<file path="config.mk">
export PLATFORM = sky130hd
export DESIGN_NAME = ifetch_queue_flat
export DESIGN_NICKNAME = d
export VERILOG_FILES = /design/src/rtl/fetch_pkg.sv /design/src/rtl/ifetch_queue_if.sv /design/src/rtl/fetch_fifo.sv /design/src/rtl/ifetch_queue.sv /design/src/flat_wrapper.sv
export SDC_FILE = /design/constraint.sdc
export NUM_CORES = 1
export LEC_CHECK = 0
export CORE_ASPECT_RATIO = 0.6
export CORE_MARGIN = 2
export CORE_UTILIZATION = 49
export CTS_CLUSTER_DIAMETER = 30
export DETAILED_ROUTE_END_ITERATION = 7
export PLACE_DENSITY = 0.85
export SLEW_MARGIN = 25
export SYNTH_ARGS = -nofsm -noshare
export SYNTH_HDL_FRONTEND = slang
export SYNTH_SLANG_ARGS = --single-unit
</file>
<file path="constraint.sdc">
create_clock -name clk_in -period 4.8 [get_ports clk_in]
set_clock_uncertainty 0.1 [all_clocks]
set_input_delay 0.72 -clock clk_in [delete_from_list [all_inputs] [get_ports clk_in]]
set_output_delay 0.72 -clock clk_in [all_outputs]
set_load 0.005 [all_outputs]
</file>
<file path="src/rtl/fetch_pkg.sv">
// Shared fetch types: opcode constants, the fetch state enum and immediate decoders.
package fetch_pkg;

  localparam logic [6:0] OP_JAL      = 7'b1101111;
  localparam logic [6:0] OP_JALR     = 7'b1100111;
  localparam logic [1:0] RVC_OP_C1   = 2'b01;
  localparam logic [1:0] RVC_OP_C2   = 2'b10;
  localparam logic [2:0] RVC_F3_CJ   = 3'b101;
  localparam logic [2:0] RVC_F3_CJAL = 3'b001;
  localparam logic [2:0] RVC_F3_CJR  = 3'b100;

  typedef enum logic [1:0] {
    FETCH     = 2'd0,
    WAIT_JALR = 2'd1,
    HALT      = 2'd2
  } fetch_state_e;

  // J-type immediate from ins[31:12], sign-extended to 32 bits
  function automatic logic [31:0] imm_j(input logic [19:0] hi);
    return {{12{hi[19]}}, hi[7:0], hi[8], hi[18:9], 1'b0};
  endfunction

  // CJ-format immediate from ins[12:2], sign-extended to 32 bits
  function automatic logic [31:0] imm_cj(input logic [10:0] f);
    return {{21{f[10]}}, f[6], f[8:7], f[4], f[5], f[0], f[9], f[3:1], 1'b0};
  endfunction

endpackage

</file>
<file path="src/rtl/ifetch_queue_if.sv">
// Decoder-side valid/ready handshake of the fetch queue.
interface ifetch_queue_if #(
  parameter int XLEN = 32
) ();
  logic            dq_valid_out;
  logic [31:0]     dq_ins_out;
  logic [XLEN-1:0] dq_pc_out;
  logic [XLEN-1:0] dq_pred_pc_out;
  logic            dq_ready_in;

  modport master (output dq_valid_out, dq_ins_out, dq_pc_out, dq_pred_pc_out,
                  input  dq_ready_in);
  modport slave  (input  dq_valid_out, dq_ins_out, dq_pc_out, dq_pred_pc_out,
                  output dq_ready_in);
endinterface

</file>
<file path="src/rtl/fetch_fifo.sv">
// DEPTH-entry circular buffer; flush wins over push/pop, head reads as zero when empty.
module fetch_fifo #(
  parameter int  DEPTH   = 4,
  parameter type entry_t = logic [31:0]
) (
  input  logic                     clk_in,
  input  logic                     rst_n_in,
  input  logic                     push,
  input  entry_t                   push_data,
  input  logic                     pop,
  input  logic                     flush,
  output entry_t                   head,
  output logic [$clog2(DEPTH):0]   count
);
  localparam int PW = $clog2(DEPTH);
  localparam int CW = PW + 1;

  entry_t          mem_q [DEPTH];
  logic [PW-1:0]   wr_ptr_q, wr_ptr_d, rd_ptr_q, rd_ptr_d;
  logic [CW-1:0]   count_q, count_d;

  always_comb begin
    wr_ptr_d = wr_ptr_q;
    rd_ptr_d = rd_ptr_q;
    count_d  = count_q;
    if (flush) begin
      wr_ptr_d = '0;
      rd_ptr_d = '0;
      count_d  = '0;
    end else begin
      if (push) wr_ptr_d = wr_ptr_q + PW'(1);
      if (pop)  rd_ptr_d = rd_ptr_q + PW'(1);
      count_d = count_q + CW'(push) - CW'(pop);
    end
  end

  always_ff @(posedge clk_in) begin
    if (!rst_n_in) begin
      wr_ptr_q <= '0;
      rd_ptr_q <= '0;
      count_q  <= '0;
    end else begin
      wr_ptr_q <= wr_ptr_d;
      rd_ptr_q <= rd_ptr_d;
      count_q  <= count_d;
    end
  end

  always_ff @(posedge clk_in) begin
    if (push && !flush) mem_q[wr_ptr_q] <= push_data;
  end

  assign head  = (count_q != '0) ? mem_q[rd_ptr_q] : '0;
  assign count = count_q;

endmodule

</file>
<file path="src/rtl/ifetch_queue.sv">
// Fetch stage: one-outstanding icache requests, direct-jump pre-decode, JALR stall, fetch queue.
// Optional compressed-instruction pre-decode is enabled by defining RVC_FETCH_EN.
module ifetch_queue
  import fetch_pkg::*;
#(
  parameter int              XLEN     = 32,
  parameter int              DEPTH    = 4,
  parameter logic [XLEN-1:0] RESET_PC = '0
) (
  input  logic                   clk_in,
  input  logic                   rst_n_in,
  input  logic                   rdy_in,
  output logic                   ic_req_out,
  output logic [XLEN-1:0]        ic_pc_out,
  input  logic [31:0]            ic_ins_in,
  input  logic                   ic_valid_in,
  output logic [XLEN-1:0]        bp_pc_out,
  output logic [31:0]            bp_ins_out,
  input  logic [XLEN-1:0]        bp_next_pc_in,
  ifetch_queue_if.master         dq,
  input  logic                   redir_valid_in,
  input  logic [XLEN-1:0]        redir_pc_in,
  input  logic                   jalr_valid_in,
  input  logic [XLEN-1:0]        jalr_pc_in,
  output logic [$clog2(DEPTH):0] q_count_out
);
  localparam int CW = $clog2(DEPTH) + 1;
  localparam logic [XLEN-1:0] LSB_CLR = ~XLEN'(1);

  typedef struct packed {
    logic [31:0]     ins;
    logic [XLEN-1:0] pc;
    logic [XLEN-1:0] pred_pc;
  } entry_t;

  fetch_state_e    state_q, state_d;
  logic [XLEN-1:0] pc_q, pc_d;
  logic            req_q, req_d, drop_q, drop_d;
  logic            push, pop, flush, q_valid;
  entry_t          push_entry, head_entry;
  logic [CW-1:0]   count, count_next;
  logic            is_jal, is_jalr;
  logic [XLEN-1:0] step, jump_tgt;

  always_comb begin
    is_jal   = (ic_ins_in[6:0] == OP_JAL);
    is_jalr  = (ic_ins_in[6:0] == OP_JALR);
    step     = XLEN'(4);
    jump_tgt = pc_q + XLEN'(signed'(imm_j(ic_ins_in[31:12])));
`ifdef RVC_FETCH_EN
    if (ic_ins_in[1:0] != 2'b11) begin
      step     = XLEN'(2);
      is_jal   = (ic_ins_in[1:0] == RVC_OP_C1) &&
                 (ic_ins_in[15:13] == RVC_F3_CJ || ic_ins_in[15:13] == RVC_F3_CJAL);
      // C.JR / C.JALR: rs2 must be zero and rs1 non-zero, else it is C.MV/C.ADD/C.EBREAK
      is_jalr  = (ic_ins_in[1:0] == RVC_OP_C2) && (ic_ins_in[15:13] == RVC_F3_CJR) &&
                 (ic_ins_in[11:7] != 5'd0) && (ic_ins_in[6:2] == 5'd0);
      jump_tgt = pc_q + XLEN'(signed'(imm_cj(ic_ins_in[12:2])));
    end
`endif
  end

  assign q_valid = (count != '0);
  assign flush   = rdy_in && redir_valid_in;
  assign pop     = rdy_in && !redir_valid_in && q_valid && dq.dq_ready_in;

  always_comb begin
    state_d    = state_q;
    pc_d       = pc_q;
    drop_d     = drop_q;
    push       = 1'b0;
    push_entry = '0;
    if (rdy_in) begin
      if (redir_valid_in) begin
        state_d = FETCH;
        pc_d    = redir_pc_in & LSB_CLR;
        drop_d  = ic_valid_in ? 1'b0 : (drop_q || req_q);
      end else if (state_q == WAIT_JALR && jalr_valid_in) begin
        state_d = FETCH;
        pc_d    = jalr_pc_in & LSB_CLR;
      end else if (ic_valid_in && drop_q) begin
        drop_d = 1'b0;
      end else if (ic_valid_in && state_q == FETCH) begin
        if (ic_ins_in == 32'd0) begin
          state_d = HALT;
        end else begin
          push           = 1'b1;
          push_entry.ins = ic_ins_in;
          push_entry.pc  = pc_q;
          if (is_jal) begin
            push_entry.pred_pc = jump_tgt;
            pc_d               = jump_tgt;
          end else if (is_jalr) begin
            push_entry.pred_pc = pc_q + step;
            state_d            = WAIT_JALR;
          end else begin
            push_entry.pred_pc = bp_next_pc_in & LSB_CLR;
            pc_d               = bp_next_pc_in & LSB_CLR;
          end
        end
      end
    end
  end

  // Request is registered; the slot it will fill is already counted as free here
  always_comb begin
    count_next = count;
    req_d      = req_q;
    if (rdy_in) begin
      count_next = flush ? '0 : count + CW'(push) - CW'(pop);
      req_d      = (state_d == FETCH) && !drop_d && (count_next < CW'(DEPTH));
    end
  end

  always_ff @(posedge clk_in) begin
    if (!rst_n_in) begin
      state_q <= FETCH;
      pc_q    <= RESET_PC;
      req_q   <= 1'b0;
      drop_q  <= 1'b0;
    end else begin
      state_q <= state_d;
      pc_q    <= pc_d;
      req_q   <= req_d;
      drop_q  <= drop_d;
    end
  end

  fetch_fifo #(.DEPTH(DEPTH), .entry_t(entry_t)) u_fifo (
    .clk_in    (clk_in),
    .rst_n_in  (rst_n_in),
    .push      (push),
    .push_data (push_entry),
    .pop       (pop),
    .flush     (flush),
    .head      (head_entry),
    .count     (count)
  );

  assign ic_req_out        = req_q;
  assign ic_pc_out         = pc_q;
  assign bp_pc_out         = pc_q;
  assign bp_ins_out        = ic_ins_in;
  assign q_count_out       = count;
  assign dq.dq_valid_out   = q_valid;
  assign dq.dq_ins_out     = head_entry.ins;
  assign dq.dq_pc_out      = head_entry.pc;
  assign dq.dq_pred_pc_out = head_entry.pred_pc;

endmodule
</file>
<file path="src/flat_wrapper.sv">
// flat-port wrapper written by rule: the top's interface ports become plain ports
module ifetch_queue_flat import fetch_pkg::*;
#(
  parameter int              XLEN     = 32,
  parameter int              DEPTH    = 4,
  parameter logic [XLEN-1:0] RESET_PC = '0
)
  (clk_in, rst_n_in, rdy_in, ic_req_out, ic_pc_out, ic_ins_in, ic_valid_in, bp_pc_out, bp_ins_out, bp_next_pc_in, redir_valid_in, redir_pc_in, jalr_valid_in, jalr_pc_in, q_count_out, dq_dq_valid_out, dq_dq_ins_out, dq_dq_pc_out, dq_dq_pred_pc_out, dq_dq_ready_in);
  ifetch_queue_if #(.XLEN(XLEN)) dq_i ();
  input  logic clk_in;
  input  logic rst_n_in;
  input  logic rdy_in;
  output logic ic_req_out;
  output logic [XLEN-1:0] ic_pc_out;
  input  logic [31:0] ic_ins_in;
  input  logic ic_valid_in;
  output logic [XLEN-1:0] bp_pc_out;
  output logic [31:0] bp_ins_out;
  input  logic [XLEN-1:0] bp_next_pc_in;
  input  logic redir_valid_in;
  input  logic [XLEN-1:0] redir_pc_in;
  input  logic jalr_valid_in;
  input  logic [XLEN-1:0] jalr_pc_in;
  output logic [$clog2(DEPTH):0] q_count_out;
  output wire logic [$bits(dq_i.dq_valid_out)-1:0] dq_dq_valid_out;
  output wire logic [$bits(dq_i.dq_ins_out)-1:0] dq_dq_ins_out;
  output wire logic [$bits(dq_i.dq_pc_out)-1:0] dq_dq_pc_out;
  output wire logic [$bits(dq_i.dq_pred_pc_out)-1:0] dq_dq_pred_pc_out;
  input wire logic [$bits(dq_i.dq_ready_in)-1:0] dq_dq_ready_in;
  assign dq_dq_valid_out = dq_i.dq_valid_out;
  assign dq_dq_ins_out = dq_i.dq_ins_out;
  assign dq_dq_pc_out = dq_i.dq_pc_out;
  assign dq_dq_pred_pc_out = dq_i.dq_pred_pc_out;
  assign dq_i.dq_ready_in = dq_dq_ready_in;
  ifetch_queue #(.XLEN(XLEN), .DEPTH(DEPTH), .RESET_PC(RESET_PC)) u_core (.clk_in(clk_in), .rst_n_in(rst_n_in), .rdy_in(rdy_in), .ic_req_out(ic_req_out), .ic_pc_out(ic_pc_out), .ic_ins_in(ic_ins_in), .ic_valid_in(ic_valid_in), .bp_pc_out(bp_pc_out), .bp_ins_out(bp_ins_out), .bp_next_pc_in(bp_next_pc_in), .dq(dq_i), .redir_valid_in(redir_valid_in), .redir_pc_in(redir_pc_in), .jalr_valid_in(jalr_valid_in), .jalr_pc_in(jalr_pc_in), .q_count_out(q_count_out));
endmodule
</file>
==> insert_results.sql <==
INSERT INTO impl_metrics (metric_group, metric, value, unit) VALUES
('synthesis', 'synth_cell_type_count', '80', ''),
('worst_setup_path', 'path_class', 'in -> reg', ''),
('timing', 'worstMarginPinSlew', '1.097', 'ns'),
('worst_setup_path', 'path_depth', '12', ''),
('placed_design', 'place_worst_setup_slack', '0.2977', 'ns'),
('power_and_ir_drop', 'fin_total_pwr', '9.708', 'mW'),
('die', 'core_region_area', '42090', 'µm²'),
('placed_design', 'dpl.hpwl', '45.50', 'mm'),
('routing', 'drt_iter0_drc', '1644', ''),
('placed_design', 'placedCellCount', '2384', ''),
('final_layout', 'number_of_fillers_in_the_final_layout', '3052', ''),
('routing', 'final_antenna_net_count', '0', ''),
('timing', 'hold_violation_total_from_the_final_report', '0', ''),
('synthesis', 'synth_compound_area_share', '9.461', '%'),
('routing', 'route.detailed.drc', '0', ''),
('global_route', 'antenna_found_initial', '11', ''),
('synthesis', 'syn-cell-area', '21030', 'µm²'),
('synthesis', 'synthXorXnorAreaFrac', '2.499', '%'),
('die', 'die_width', '271.4', 'µm'),
('final_layout', 'layout_commonest_cell', 'sky130_fd_sc_hd__edfxtp_1', ''),
('timing', 'clock.fmax', '253.8', 'MHz'),
('final_layout', 'final-seq-area', '12420', 'µm²'),
('clock_network', 'worst_skew_pair_latency', '0.61', 'ns'),
('final_layout', 'post_layout_nets', '2051', ''),
('timing', 'rsz_0062_raised_after_global_routing', 'false', ''),
('global_route', 'number_of_global_route_vias_before_repair', '14900', ''),
('clock_network', 'cts.sink_count', '428', ''),
('clock_network', 'cts_resized', '0', ''),
('power_and_ir_drop', 'pwrdens', '360.3', 'nW/µm²'),
('final_layout', 'layout_common_cells', '384 x sky130_fd_sc_hd__edfxtp_1, 325 x sky130_fd_sc_hd__clkdlybuf4s50_1, 161 x sky130_fd_sc_hd__and2_1', ''),
('run', 'max_cap_violations', '0', ''),
('timing', 'timing.final.ws_setup', '0.8603', 'ns'),
('worst_setup_path', 'setup_slack_reg_to_reg', '1.05', 'ns'),
('timing', 'finalMaxSlewViolations', '0', ''),
('final_layout', 'finish.utilization', '64.02', '%'),
('routing', 'routed_wirelength', '65.01', 'mm'),
('die', 'placementRows', '58', ''),
('synthesis', 'proportion_of_synthesized_area_in_mux_cells', '10.43', '%'),
('clock_network', 'clkTransAtPathRegs', '0.06', 'ns'),
('placed_design', 'buffer_ports.inserted', '326', ''),
('worst_setup_path', 'r2r_start', 'u_core.bp_pc_out[8]', ''),
('worst_setup_path', 'critPathCaptureType', 'register', ''),
('routing', 'dr.pass1.iters', '6', ''),
('clock_network', 'clockBufferDepth', '3', ''),
('synthesis', 'most_used_dff_post_synth', 'sky130_fd_sc_hd__edfxtp_1', ''),
('synthesis', 'synthAdderAreaFrac', '2.392', '%'),
('synthesis', 'synthArstFlopShare', '0', '%'),
('clock_network', 'holdBufCountCts', '0', ''),
('synthesis', 'synth_simple_gate_area_share', '11.68', '%'),
('status', 'outcome', 'completed', ''),
('synthesis', 'ys_seq_elements', '428', ''),
('die', 'floorplan.io_pins', '332', ''),
('worst_setup_path', 'critical_path_required', '5.01', 'ns'),
('worst_setup_path', 'crit_arrival', '4.15', 'ns'),
('min_path', 'min-delay-path-class', 'reg -> reg', ''),
('clock_network', 'clock_tree.root_cell', 'sky130_fd_sc_hd__clkbuf_16', ''),
('worst_setup_path', 'worstReg2RegEnd', 'u_core.u_fifo.mem_q[2][21]', ''),
('worst_setup_path', 'crit_path_cell_trace', 'clkdlybuf4s50_1 > ha_1 > fa_1 > a21oi_2 > o211ai_2 > o211ai_2 > a21oi_4 > a41o_4 > a31oi_4 > xnor2_1 > a222oi_1 > nor2_1', ''),
('clock_network', 'tritoncts_clock_tree', 'yes', ''),
('worst_setup_path', 'path_delay_family', 'compound AO/OA/AOI/OAI gates', ''),
('clock_network', 'post-cts-setup-buffers', '0', ''),
('die', 'design.die.area', '44640', 'µm²'),
('final_layout', 'fin_cells', '2505', ''),
('global_route', 'grtUsageTotal', '28.90', '%'),
('synthesis', 'syn_avg_cell_area', '13.39', 'µm²'),
('worst_setup_path', 'worstPathBufferInverterCount', '1', ''),
('final_layout', 'multi_input_area', '7737', 'µm²'),
('synthesis', 'synth.yosys.warnings', '0', ''),
('routing', 'via_count', '15030', ''),
('worst_setup_path', 'timing.critical_path.from_type', 'input pin', ''),
('worst_setup_path', 'worstSetupEndpoint', 'u_core.u_fifo.mem_q[2][21]', '');
flip-flops by register name (all words and copies together) (netlist names), named ones only:
register / count
u_core.bp_pc_out: 31
u_core.drop_q: 1
u_core.ic_req_out: 1
u_core.state_q: 2
u_core.u_fifo.count: 3
u_core.u_fifo.mem_q: 384
u_core.u_fifo.rd_ptr_q: 2
u_core.u_fifo.wr_ptr_q: 2
kinds of logic (layout without fill, tap and decap cells):
| family | count (synthesis) | in the layout |
|---|---|---|
| simple gates | 472 | 472 |
| flops | 428 | 428 |
| compound gates | 292 | 292 |
| buf+inv | 179 | 530 |
| mux | 99 | 99 |
| xor+xnor | 60 | 60 |
| fa+ha+maj | 39 | 39 |
| other cells | 1 | 15 |
cell usage after synthesis (6+ instances only):
| cell | n | area share [%] |
|---|---|---|
| sky130_fd_sc_hd__nand3_1 | 34 | 0.81 |
| sky130_fd_sc_hd__a211o_1 | 6 | 0.25 |
| sky130_fd_sc_hd__edfxtp_1 | 384 | 55 |
| sky130_fd_sc_hd__buf_4 | 66 | 2.4 |
| sky130_fd_sc_hd__nand2_1 | 87 | 1.6 |
| sky130_fd_sc_hd__xor2_1 | 25 | 1.0 |
| sky130_fd_sc_hd__ha_1 | 37 | 2.2 |
| sky130_fd_sc_hd__a211oi_1 | 24 | 0.86 |
| sky130_fd_sc_hd__inv_1 | 18 | 0.32 |
| sky130_fd_sc_hd__o21ai_0 | 48 | 1.1 |
| sky130_fd_sc_hd__or3_1 | 6 | 0.18 |
| sky130_fd_sc_hd__a21oi_1 | 100 | 2.4 |
| sky130_fd_sc_hd__a21o_1 | 14 | 0.50 |
| sky130_fd_sc_hd__o21ai_1 | 6 | 0.14 |
| sky130_fd_sc_hd__nand4_1 | 13 | 0.39 |
| sky130_fd_sc_hd__a22oi_1 | 7 | 0.25 |
| sky130_fd_sc_hd__nor3_1 | 18 | 0.43 |
| sky130_fd_sc_hd__a31oi_1 | 11 | 0.33 |
| sky130_fd_sc_hd__nor2_1 | 96 | 1.7 |
| sky130_fd_sc_hd__and3_1 | 23 | 0.68 |
| sky130_fd_sc_hd__mux4_2 | 96 | 10 |
| sky130_fd_sc_hd__buf_1 | 11 | 0.20 |
| sky130_fd_sc_hd__nor4_1 | 10 | 0.30 |
| sky130_fd_sc_hd__clkbuf_1 | 69 | 1.2 |
| sky130_fd_sc_hd__o211ai_1 | 12 | 0.43 |
| sky130_fd_sc_hd__and2_1 | 165 | 4.9 |
| sky130_fd_sc_hd__buf_2 | 14 | 0.33 |
| sky130_fd_sc_hd__xnor2_1 | 35 | 1.5 |
| sky130_fd_sc_hd__dfxtp_1 | 44 | 4.2 |
where the power goes:
group          switching (mW)  internal (mW)  leakage [nW]
registers              0.0786           4.09          3.95
logic                   0.572          0.557          4.40
clock network            1.78           2.63          1.00
worst min path at each step:
stage                         startpoint                   endpoint  slack (ns)  cells past startpoint
2_1_floorplan  u_core.u_fifo.wr_ptr_q[1]  u_core.u_fifo.wr_ptr_q[1]        0.37                      2
3_3_place_gp   u_core.u_fifo.wr_ptr_q[1]  u_core.u_fifo.wr_ptr_q[1]        0.38                      2
3_5_place_dp   u_core.u_fifo.wr_ptr_q[1]  u_core.u_fifo.wr_ptr_q[1]        0.40                      2
4_1_cts                   redir_valid_in     u_core.u_fifo.count[1]        0.40                      3
5_1_grt                   redir_valid_in     u_core.u_fifo.count[0]        0.43                      3
6_report       u_core.u_fifo.wr_ptr_q[1]  u_core.u_fifo.wr_ptr_q[1]        0.40                      2
layout make-up:
cell class	instances	share of cell area [%]
flip-flops and latches	428	46.09
clock inverters	48	1.857
repair buffers	396	14.60
well taps	570	2.647
inverters	18	0.2507
clock buffers	68	5.799
diodes	5	0.04643
multi-input cells	972	28.71
routing by layer:
layer	share of wire (%)	GRT usage [%]	up-vias
met5	0	0	-
met4	3.6	10.86	0
met3	10	7.371	142
met2	47	45.95	894
met1	39	38.70	7447
li1	-	-	6548
worst register-to-register path, cell delays in order (launching register included):
cell and delay [ns]:
sky130_fd_sc_hd__dfxtp_1 0.82, sky130_fd_sc_hd__ha_1 0.46, sky130_fd_sc_hd__a21oi_2 0.17, sky130_fd_sc_hd__o21ai_0 0.11, sky130_fd_sc_hd__nor2_1 0.22, sky130_fd_sc_hd__a21oi_4 0.13, sky130_fd_sc_hd__a41o_4 0.34, sky130_fd_sc_hd__a31oi_4 0.19
sky130_fd_sc_hd__xnor2_1 0.12, sky130_fd_sc_hd__a222oi_1 0.59, sky130_fd_sc_hd__nor2_1 0.21
(Power assumes the default switching activity.)
